**config.mk**
```make
export PLATFORM = sky130hd
export DESIGN_NAME = spectrum_screen_writer
export DESIGN_NICKNAME = d
export VERILOG_FILES = /design/src/rtl/spectrum_screen_writer.sv
export SDC_FILE = /design/constraint.sdc
export NUM_CORES = 1
export LEC_CHECK = 0
export ABC_AREA = 1
export CORE_ASPECT_RATIO = 2
export CORE_UTILIZATION = 56
export DETAILED_ROUTE_END_ITERATION = 10
export GPL_TIMING_DRIVEN = 0
export HOLD_SLACK_MARGIN = 0.12
export PLACE_DENSITY = 0.79
export SLEW_MARGIN = 20
export SYNTH_ARGS = -nofsm -noshare
export SYNTH_HDL_FRONTEND = slang
export SYNTH_SLANG_ARGS = --single-unit
```
**constraint.sdc**
```tcl
create_clock -name i_buf_write_clk -period 3.32 [get_ports i_buf_write_clk]
set_input_delay 0.996 -clock i_buf_write_clk [delete_from_list [all_inputs] [get_ports i_buf_write_clk]]
set_output_delay 0.996 -clock i_buf_write_clk [all_outputs]
set_load 0.05 [all_outputs]
```
**src/rtl/spectrum_screen_writer.sv**
```systemverilog
// spectrum_screen_writer: ZX Spectrum shadow-screen write side (snoop FIFO, border, flash, optional clear)
// Optional feature macro: SCREEN_WRITER_CLEAR_EN adds the buffer clear engine (CLEAR state, busy).
// Ports:
//   i_buf_write_clk, i_rst_n                          clock, synchronous active-low reset
//   i_cpu_addr, i_cpu_data, i_cpu_mem_wr, i_cpu_io_wr CPU bus snoop
//   i_frame_int, i_clear_req                          frame pulse, clear request
//   o_buf_write, o_buf_write_addr, o_buf_we           screen buffer write port
//   o_border, o_flash_clk                             renderer border colour and flash phase
//   o_busy, o_overflow                                clear in progress, sticky dropped-write flag
module spectrum_screen_writer #(
    parameter int         FIFO_DEPTH   = 4,
    parameter logic [7:0] CLEAR_ATTR   = 8'h38,
    parameter int         FLASH_FRAMES = 16
) (
    input  logic        i_buf_write_clk,
    input  logic        i_rst_n,
    input  logic [15:0] i_cpu_addr,
    input  logic [7:0]  i_cpu_data,
    input  logic        i_cpu_mem_wr,
    input  logic        i_cpu_io_wr,
    input  logic        i_frame_int,
    input  logic        i_clear_req,
    output logic [7:0]  o_buf_write,
    output logic [12:0] o_buf_write_addr,
    output logic        o_buf_we,
    output logic [2:0]  o_border,
    output logic        o_flash_clk,
    output logic        o_busy,
    output logic        o_overflow
);
    localparam int AW = $clog2(FIFO_DEPTH);
    localparam int FW = $clog2(FLASH_FRAMES + 1);

    logic [20:0]   r_mem [FIFO_DEPTH];
    logic [AW:0]   r_wptr, r_rptr;
    logic [FW-1:0] r_frames;
    logic [7:0]    r_data;
    logic [12:0]   r_addr;
    logic [2:0]    r_border;
    logic          r_we, r_flash, r_ovf;
    logic          w_hit, w_empty, w_full, w_pop, w_push, w_flash_wrap;
    logic [20:0]   w_head;

    assign w_hit        = i_cpu_mem_wr && (i_cpu_addr[15:13] == 3'b010) && (i_cpu_addr[12:0] < 13'h1B00);
    assign w_empty      = r_wptr == r_rptr;
    assign w_full       = (r_wptr[AW] != r_rptr[AW]) && (r_wptr[AW-1:0] == r_rptr[AW-1:0]);
    // A full FIFO still accepts when the head leaves in the same cycle.
    assign w_push       = w_hit && (!w_full || w_pop);
    assign w_head       = r_mem[r_rptr[AW-1:0]];
    assign w_flash_wrap = r_frames == FW'(FLASH_FRAMES - 1);

`ifdef SCREEN_WRITER_CLEAR_EN
    typedef enum logic {S_IDLE, S_CLEAR} state_t;
    state_t      r_state;
    logic [12:0] r_idx;
    logic        r_busy;
    // The queue is frozen while clearing so CPU writes land on top of the cleared screen.
    assign w_pop  = (r_state == S_IDLE) && !w_empty;
    assign o_busy = r_busy;
`else
    logic w_unused;
    assign w_unused = i_clear_req;
    assign w_pop    = !w_empty;
    assign o_busy   = 1'b0;
`endif

    always_ff @(posedge i_buf_write_clk)
        if (w_push) r_mem[r_wptr[AW-1:0]] <= {i_cpu_addr[12:0], i_cpu_data};

    always_ff @(posedge i_buf_write_clk) begin
        if (!i_rst_n) begin
            r_wptr   <= '0;
            r_rptr   <= '0;
            r_we     <= 1'b0;
            r_data   <= '0;
            r_addr   <= '0;
            r_border <= '0;
            r_flash  <= 1'b0;
            r_frames <= '0;
            r_ovf    <= 1'b0;
`ifdef SCREEN_WRITER_CLEAR_EN
            r_state  <= S_IDLE;
            r_idx    <= '0;
            r_busy   <= 1'b0;
`endif
        end else begin
            if (w_push) r_wptr <= r_wptr + (AW+1)'(1);
            if (w_pop) r_rptr <= r_rptr + (AW+1)'(1);
            if (w_hit && !w_push) r_ovf <= 1'b1;
            if (i_cpu_io_wr && !i_cpu_addr[0]) r_border <= i_cpu_data[2:0];
            if (i_frame_int) begin
                r_frames <= w_flash_wrap ? '0 : r_frames + FW'(1);
                if (w_flash_wrap) r_flash <= !r_flash;
            end
            r_we <= w_pop;
            if (w_pop) {r_addr, r_data} <= w_head;
`ifdef SCREEN_WRITER_CLEAR_EN
            if (r_state == S_IDLE) begin
                if (i_clear_req) begin
                    r_state <= S_CLEAR;
                    r_idx   <= '0;
                    r_busy  <= 1'b1;
                end
            end else begin
                r_we   <= 1'b1;
                r_addr <= r_idx;
                r_data <= (r_idx < 13'h1800) ? 8'h00 : CLEAR_ATTR;
                r_idx  <= r_idx + 13'd1;
                if (r_idx == 13'h1AFF) begin
                    r_state <= S_IDLE;
                    r_busy  <= 1'b0;
                    r_ovf   <= 1'b0;
                end
            end
`endif
        end
    end

    assign o_buf_we         = r_we;
    assign o_buf_write      = r_data;
    assign o_buf_write_addr = r_addr;
    assign o_border         = r_border;
    assign o_flash_clk      = r_flash;
    assign o_overflow       = r_ovf;
endmodule

```
# Yosys cells after proc, flatten, opt, wreduce, memory -nomap -nowiden
# Memories as Yosys holds them, arrays and structs flattened. A register that Yosys moved wholly into a read port is not among the register bits.
# Index checks and enable logic that the tools add are counted.
dict set report totals {
  n_memories 1
  ram_bits 84
  inputBits 30
  output_inout_bits 28
  word_cells 35
  register_bits 17
}
dict set report op_classes {
  eq_ne 5
  order_cmp 1
  n_reduce_logical 15
  n_mux 3
  addsub 3
}
# name depth word_bits read_ports rd_ports_with_merged_regs write_ports line_no
set memory_table {}
lappend memory_table {r_mem 4 21 1 1 1 34} ;# logic [20:0] r_mem [FIFO_DEPTH];
# op count
set op_table {}
lappend op_table {{$lt A13 B13 Y1 const B} 1}
lappend op_table {{$logic_not A1 Y1} 7}
lappend op_table {{$add A3 B1 Y3 const B} 2}
lappend op_table {{$logic_and A1 B1 Y1} 6}
lappend op_table {{$add A5 B1 Y5 const B} 1}
lappend op_table {{$eq A5 B4 Y1 const B} 1}
lappend op_table {{$mux W5} 1}
lappend op_table {{$eq A3 B2 Y1 const B} 1}
lappend op_table {{$eq A3 B3 Y1} 1}
lappend op_table {{$eq A2 B2 Y1} 1}
lappend op_table {{$mux W1} 2}
lappend op_table {{$reduce_and A2 Y1} 1}
lappend op_table {{$logic_or A1 B1 Y1} 1}
lappend op_table {{$ne A1 B1 Y1} 1}

# Depth between registers and ports, before layout
dict set report depth {
  word_depth 7
  mapped_depth 9
  depth_no_buf 7
}

# Worst setup path before layout
# Ideal clock, no wire load.
dict set report synth_path {
  kind {in2reg}
  from {input port i_cpu_addr[13]}
  to {memory r_mem[0][0], enable pin}
  n_path_buf 0
  setup_ns 0.399
  t_arrival_ns 2.316
  required_ns 2.921
  path_slack_ns 0.605
  cell_stages 3
  cell_sequence {nor3_1 nand2_1 nor2_1}
}
dict set report synth_via {
  elab_chain_len 6
}
# element line_no
set synth_rtl {}
lappend synth_rtl {{from (decl)} 17} ;# input logic [15:0] i_cpu_addr,
lappend synth_rtl {{$eq A3 B2 Y1} 44} ;# assign w_hit = i_cpu_mem_wr && (i_cpu_addr[15:13] == 3'b010) && (i_cpu_addr[12:0] < 13'h1B00);
lappend synth_rtl {{$logic_and A1 B1 Y1 (2 in series)} 44}
lappend synth_rtl {{$logic_and A1 B1 Y1} 48} ;# assign w_push = w_hit && (!w_full || w_pop);
lappend synth_rtl {{$mux W1} 68} ;# if (w_push) r_mem[r_wptr[AW-1:0]] <= {i_cpu_addr[12:0], i_cpu_data};
lappend synth_rtl {{$mux W1 (not written as such)} 68}
lappend synth_rtl {{to (decl)} 34}
# No other way between the ends.

# Worst setup path after layout
dict set report layout_path {
  from {input port i_cpu_addr[8]}
  to {memory r_mem[1][5], enable pin}
}
dict set report layout_via {
  elab_chain_len 5
}
# element line_no
set layout_rtl {}
lappend layout_rtl {{$lt A13 B13 Y1} 44}
lappend layout_rtl {{$logic_and A1 B1 Y1} 44}
lappend layout_rtl {{$logic_and A1 B1 Y1} 48}
lappend layout_rtl {{$mux W1} 68}
lappend layout_rtl {{$mux W1 (not written as such)} 68}
# No other way between the ends.

==> summary.md <==
| Metric | Value |
|---|---|
| Status | `complete, no violations` |
| Reg2reg end | `r_mem[1][5]$_DFFE_PP_` |
| Max clock buf depth | `2` |
| Leakage | `approximately 2.5 nW` |
| Number of max-cap violations | `0` |
| Met3 Usage GRT | `under 10%` |
| Setup crit start kind | `input pin` |
| Resized cells post-CTS | `0` |
| Pwr dens | `slightly above 900 nW/um^2` |
| Biggest area consumer among synthesized cells | `edfxtp_1` |
| RSZ-0062 raised after global routing | `no` |
| Worst setup path endpoint | `r_mem[1][5]$_DFFE_PP_` |
| Num CTS Buffers | `17` |
| Yosys Warn Count | `0` |
| Starting DRT DRC Count | `172` |
| Critical Path AT | `between 2 and 3 ns` |
| Gr ovfl total | `0` |
| Most frequent cell after synthesis | `nor2_1` |
| Avg WL per Cell | `around 16 um` |
| Synthesized area per cell | `roughly 10 sq um` |
| F_max | `around 0.35 GHz` |
| CP Capture Type | `flip-flop` |
| Final hold violation count | `0` |
| Non-filler cells, final | `690` |
| Hold_ws | `0.422 ns` |
| Worst vdd ir | `between 0.0005 and 0.0006 V` |
| H-tree levels | `4` |
| EDFF count, synth | `between 80 and 90` |
| Die H | `roughly 140 um` |
| Largest net degree at the start of global routing | `22` |
| Slowest CP cell | `nor2_4` |
| Clock Latency Late Sink | `just over 0.4 ns` |
| IO Port Bufs | `53` |
| Met2 usage | `between 40% and 50%` |
| Core Area | `roughly 8700 sq um` |
| Slew HR | `about half` |
| Fin Clk Skew | `approximately 0.0045 ns` |
| Grt met1 use | `24.2%` |
| Reg area | `3280 sq um` |
| Hold buffer count at CTS | `0` |
| Critical R2R Launch | `r_wptr[1]$_SDFFE_PN0P_` |
| Starting Density | `approximately three fifths` |
| Top_reg_cell synth | `edfxtp_1` |
| Fillers | `594` |
| Worst path most repeated cell | `nand2_1` |
| Fin worst setup slack | `0.476 ns` |
| Clock-pin slew on the worst setup and hold paths | `~0.050 ns` |
| Min Tclk post-route | `between 2 and 3 ns` |
| Ant diodes | `0` |
| Share of cells above drive strength 1 | `between 10% and 20%` |
| Layout area overhead | `24.3%` |
| Placement Rows | `between 40 and 50` |
| Post CTS Setup Buffer Count | `0` |
| Die width | `69.2 um` |
| Seq/Total Area, Yosys | `approximately two thirds` |
| Vias per cell | `approximately 5.4` |
| Overall Global Routing Usage | `about a quarter` |
| Clk sinks | `122` |
| Core Util, Final | `approximately 72%` |
| Top cell type's share of synthesized area | `between 40% and 50%` |
| Ranking of synthesized cells by area | `edfxtp_1 (50%), dfxtp_1 (15%), nor2_1 (8.6%)` |
| Multi-input logic area | `approximately 1500 sq um` |
| Most Crowded Layer GR | `met2` |
| Crit path largest cell delay | `between 0.6 and 0.7 ns` |
| Final setup violation count | `0` |
| Number of max-slew violations in the final report | `0` |
| Vias in the first global route | `about 3.6k` |
| CTS tree | `done` |
| IO Pins | `58` |
| Worst min path class | `flip-flop to flip-flop` |
| Clock root cell | `clkbuf_16` |
| Residual DRC count | `0` |
| Setup slack after placement | `about 0.06 ns` |
| Post-Syn Area | `around 5100 sq um` |
| Nets@finish | `around 610` |
| Syn Nets | `541` |
| Post-Place Cells | `~660` |
| First-pass GRT wire length | `17,300 um` |
| CP max FO | `21` |
| Period utilization | `between 80% and 90%` |
| Iteration count of the initial detailed-routing pass | `5` |
| Synth cell types | `26` |
| Synth cell count leaders | `nor2_1 (116), edfxtp_1 (84), nand2_1 (75)` |
| WL final | `about 11,000 um` |
| Initial antenna violation count | `0` |
| DR vias | `approximately 3.7k` |
| Worst R2R Setup Slack | `around 1.6 ns` |
| CP startpoint | `i_cpu_addr[8]` |
| Worst reg2reg path depth | `4` |
| Type of the worst setup path | `input pin to flip-flop` |
| DPL Wire Length | `7200 um` |
| Placer Congestion | `between 0.8 and 0.9` |
| Asr flop ratio synth | `0%` |
| Synthesized flop and latch total | `between 100 and 150` |
| Worst Path Required | `between 3 and 4 ns` |
| CP Cell Sequence | `clkdlybuf4s50_1, nand2_1, nand2_1, nand3_1, nand2_1, nor2_4` |
| Slew @ Worst Pin | `~0.73 ns` |
| Full die area | `around 9400 sq um` |
| Mapped Cells | `slightly above 500` |
| DRT antenna net count | `0` |
## per-layer routing
layer  routed length, um  vias to the layer above  share of wire (%)
met5                   0                        -                  0
met4                 332                        0                3.1
met3                 577                       28                5.3
met2                6170                      133                 57
met1                3760                     1747                 35
li1                    -                     1809                  -
## cell type report
| type | instances | area share, % |
|---|---|---|
| Inverter | 49 | 2.96 |
| Clock inverter | 12 | 1.69 |
| Timing Repair Buffer | 53 | 8.43 |
| Clock buffer | 20 | 6.94 |
| Multi-Input combinational cell | 307 | 23.4 |
| Tap cell | 100 | 1.99 |
| Sequential cell | 122 | 52.2 |
| Buffer | 27 | 2.39 |
## how the worst min path moves through the flow
stage                                   from                  endpoint  slack [ns]  depth (start not counted)
floorplan           r_frames[4]$_SDFFE_PN0P_  r_frames[4]$_SDFFE_PN0P_        0.42                          2
global placement     o_overflow$_SDFFE_PN0P_   o_overflow$_SDFFE_PN0P_        0.41                          2
detailed placement   o_overflow$_SDFFE_PN0P_   o_overflow$_SDFFE_PN0P_        0.42                          2
CTS                  o_overflow$_SDFFE_PN0P_   o_overflow$_SDFFE_PN0P_        0.43                          2
global route         o_overflow$_SDFFE_PN0P_   o_overflow$_SDFFE_PN0P_        0.48                          2
finish               o_overflow$_SDFFE_PN0P_   o_overflow$_SDFFE_PN0P_        0.42                          2
## metrics by stage
| stage | total power [W] | TNS, ns | cell area (sq um) |
|---|---|---|---|
| 4_1_cts | 0.00580 | 0 | 6290 |
| 3_5_place_dp | 0.00411 | 0 | 5750 |
| 5_1_grt | 0.00608 | 0 | 6290 |
| 3_3_place_gp | 0.00406 | -58.63 | 5720 |
| 2_1_floorplan | 0.00347 | 0 | 5060 |
| 6_report | 0.00579 | 0 | 6290 |
## cell usage in the layout, fill, tap and decap left out, types with 10 or more instances in the layout
cell type,instances
dfxtp_1,38
o21ai_0,42
nand3_1,10
clkdlybuf4s50_1,53
nand2_1,75
clkbuf_16,17
edfxtp_1,84
nor2_1,112
a21oi_1,10
clkbuf_1,15
inv_1,46
nand4_1,23
nor2_2,14
## power breakdown
| group | internal [W] | switching [W] | leakage (nW) | total (W) |
|---|---|---|---|---|
| Clock | 0.00108 | 0.000606 | 0.265 | 0.00169 |
| Combinational | 0.000743 | 0.00148 | 1.16 | 0.00222 |
| Sequential | 0.00179 | 0.0000904 | 1.07 | 0.00188 |
| Total | 0.00361 | 0.00217 | 2.50 | 0.00579 |
## critical path: cells and delay by family
| kind | cells | cell delay [ns] |
|---|---|---|
| simple gates | 5 | 1.37 |
| buf+inv | 1 | 0.51 |
## flip-flops by register name (all words and copies together), names as in the netlist
| name | flops |
|---|---|
| r_mem | 84 |
| o_buf_write_addr | 13 |
| o_buf_write | 8 |
| r_frames | 5 |
| o_border | 3 |
| r_rptr | 3 |
| r_wptr | 3 |
| o_buf_we | 1 |
| o_flash_clk | 1 |
| o_overflow | 1 |
## cell families (layout without fill, tap and decap cells)
group,count (synthesis),after routing,share of synthesized area (%)
simple gates,243,243,20.5
flops,122,122,64.9
buf+inv,76,161,6.65
compound gates,54,54,5.49
fa+ha+maj,6,6,1.48
xor+xnor,3,3,0.890
other cells,1,1,0.0741
Note: power is estimated with default switching activity, not from simulation.
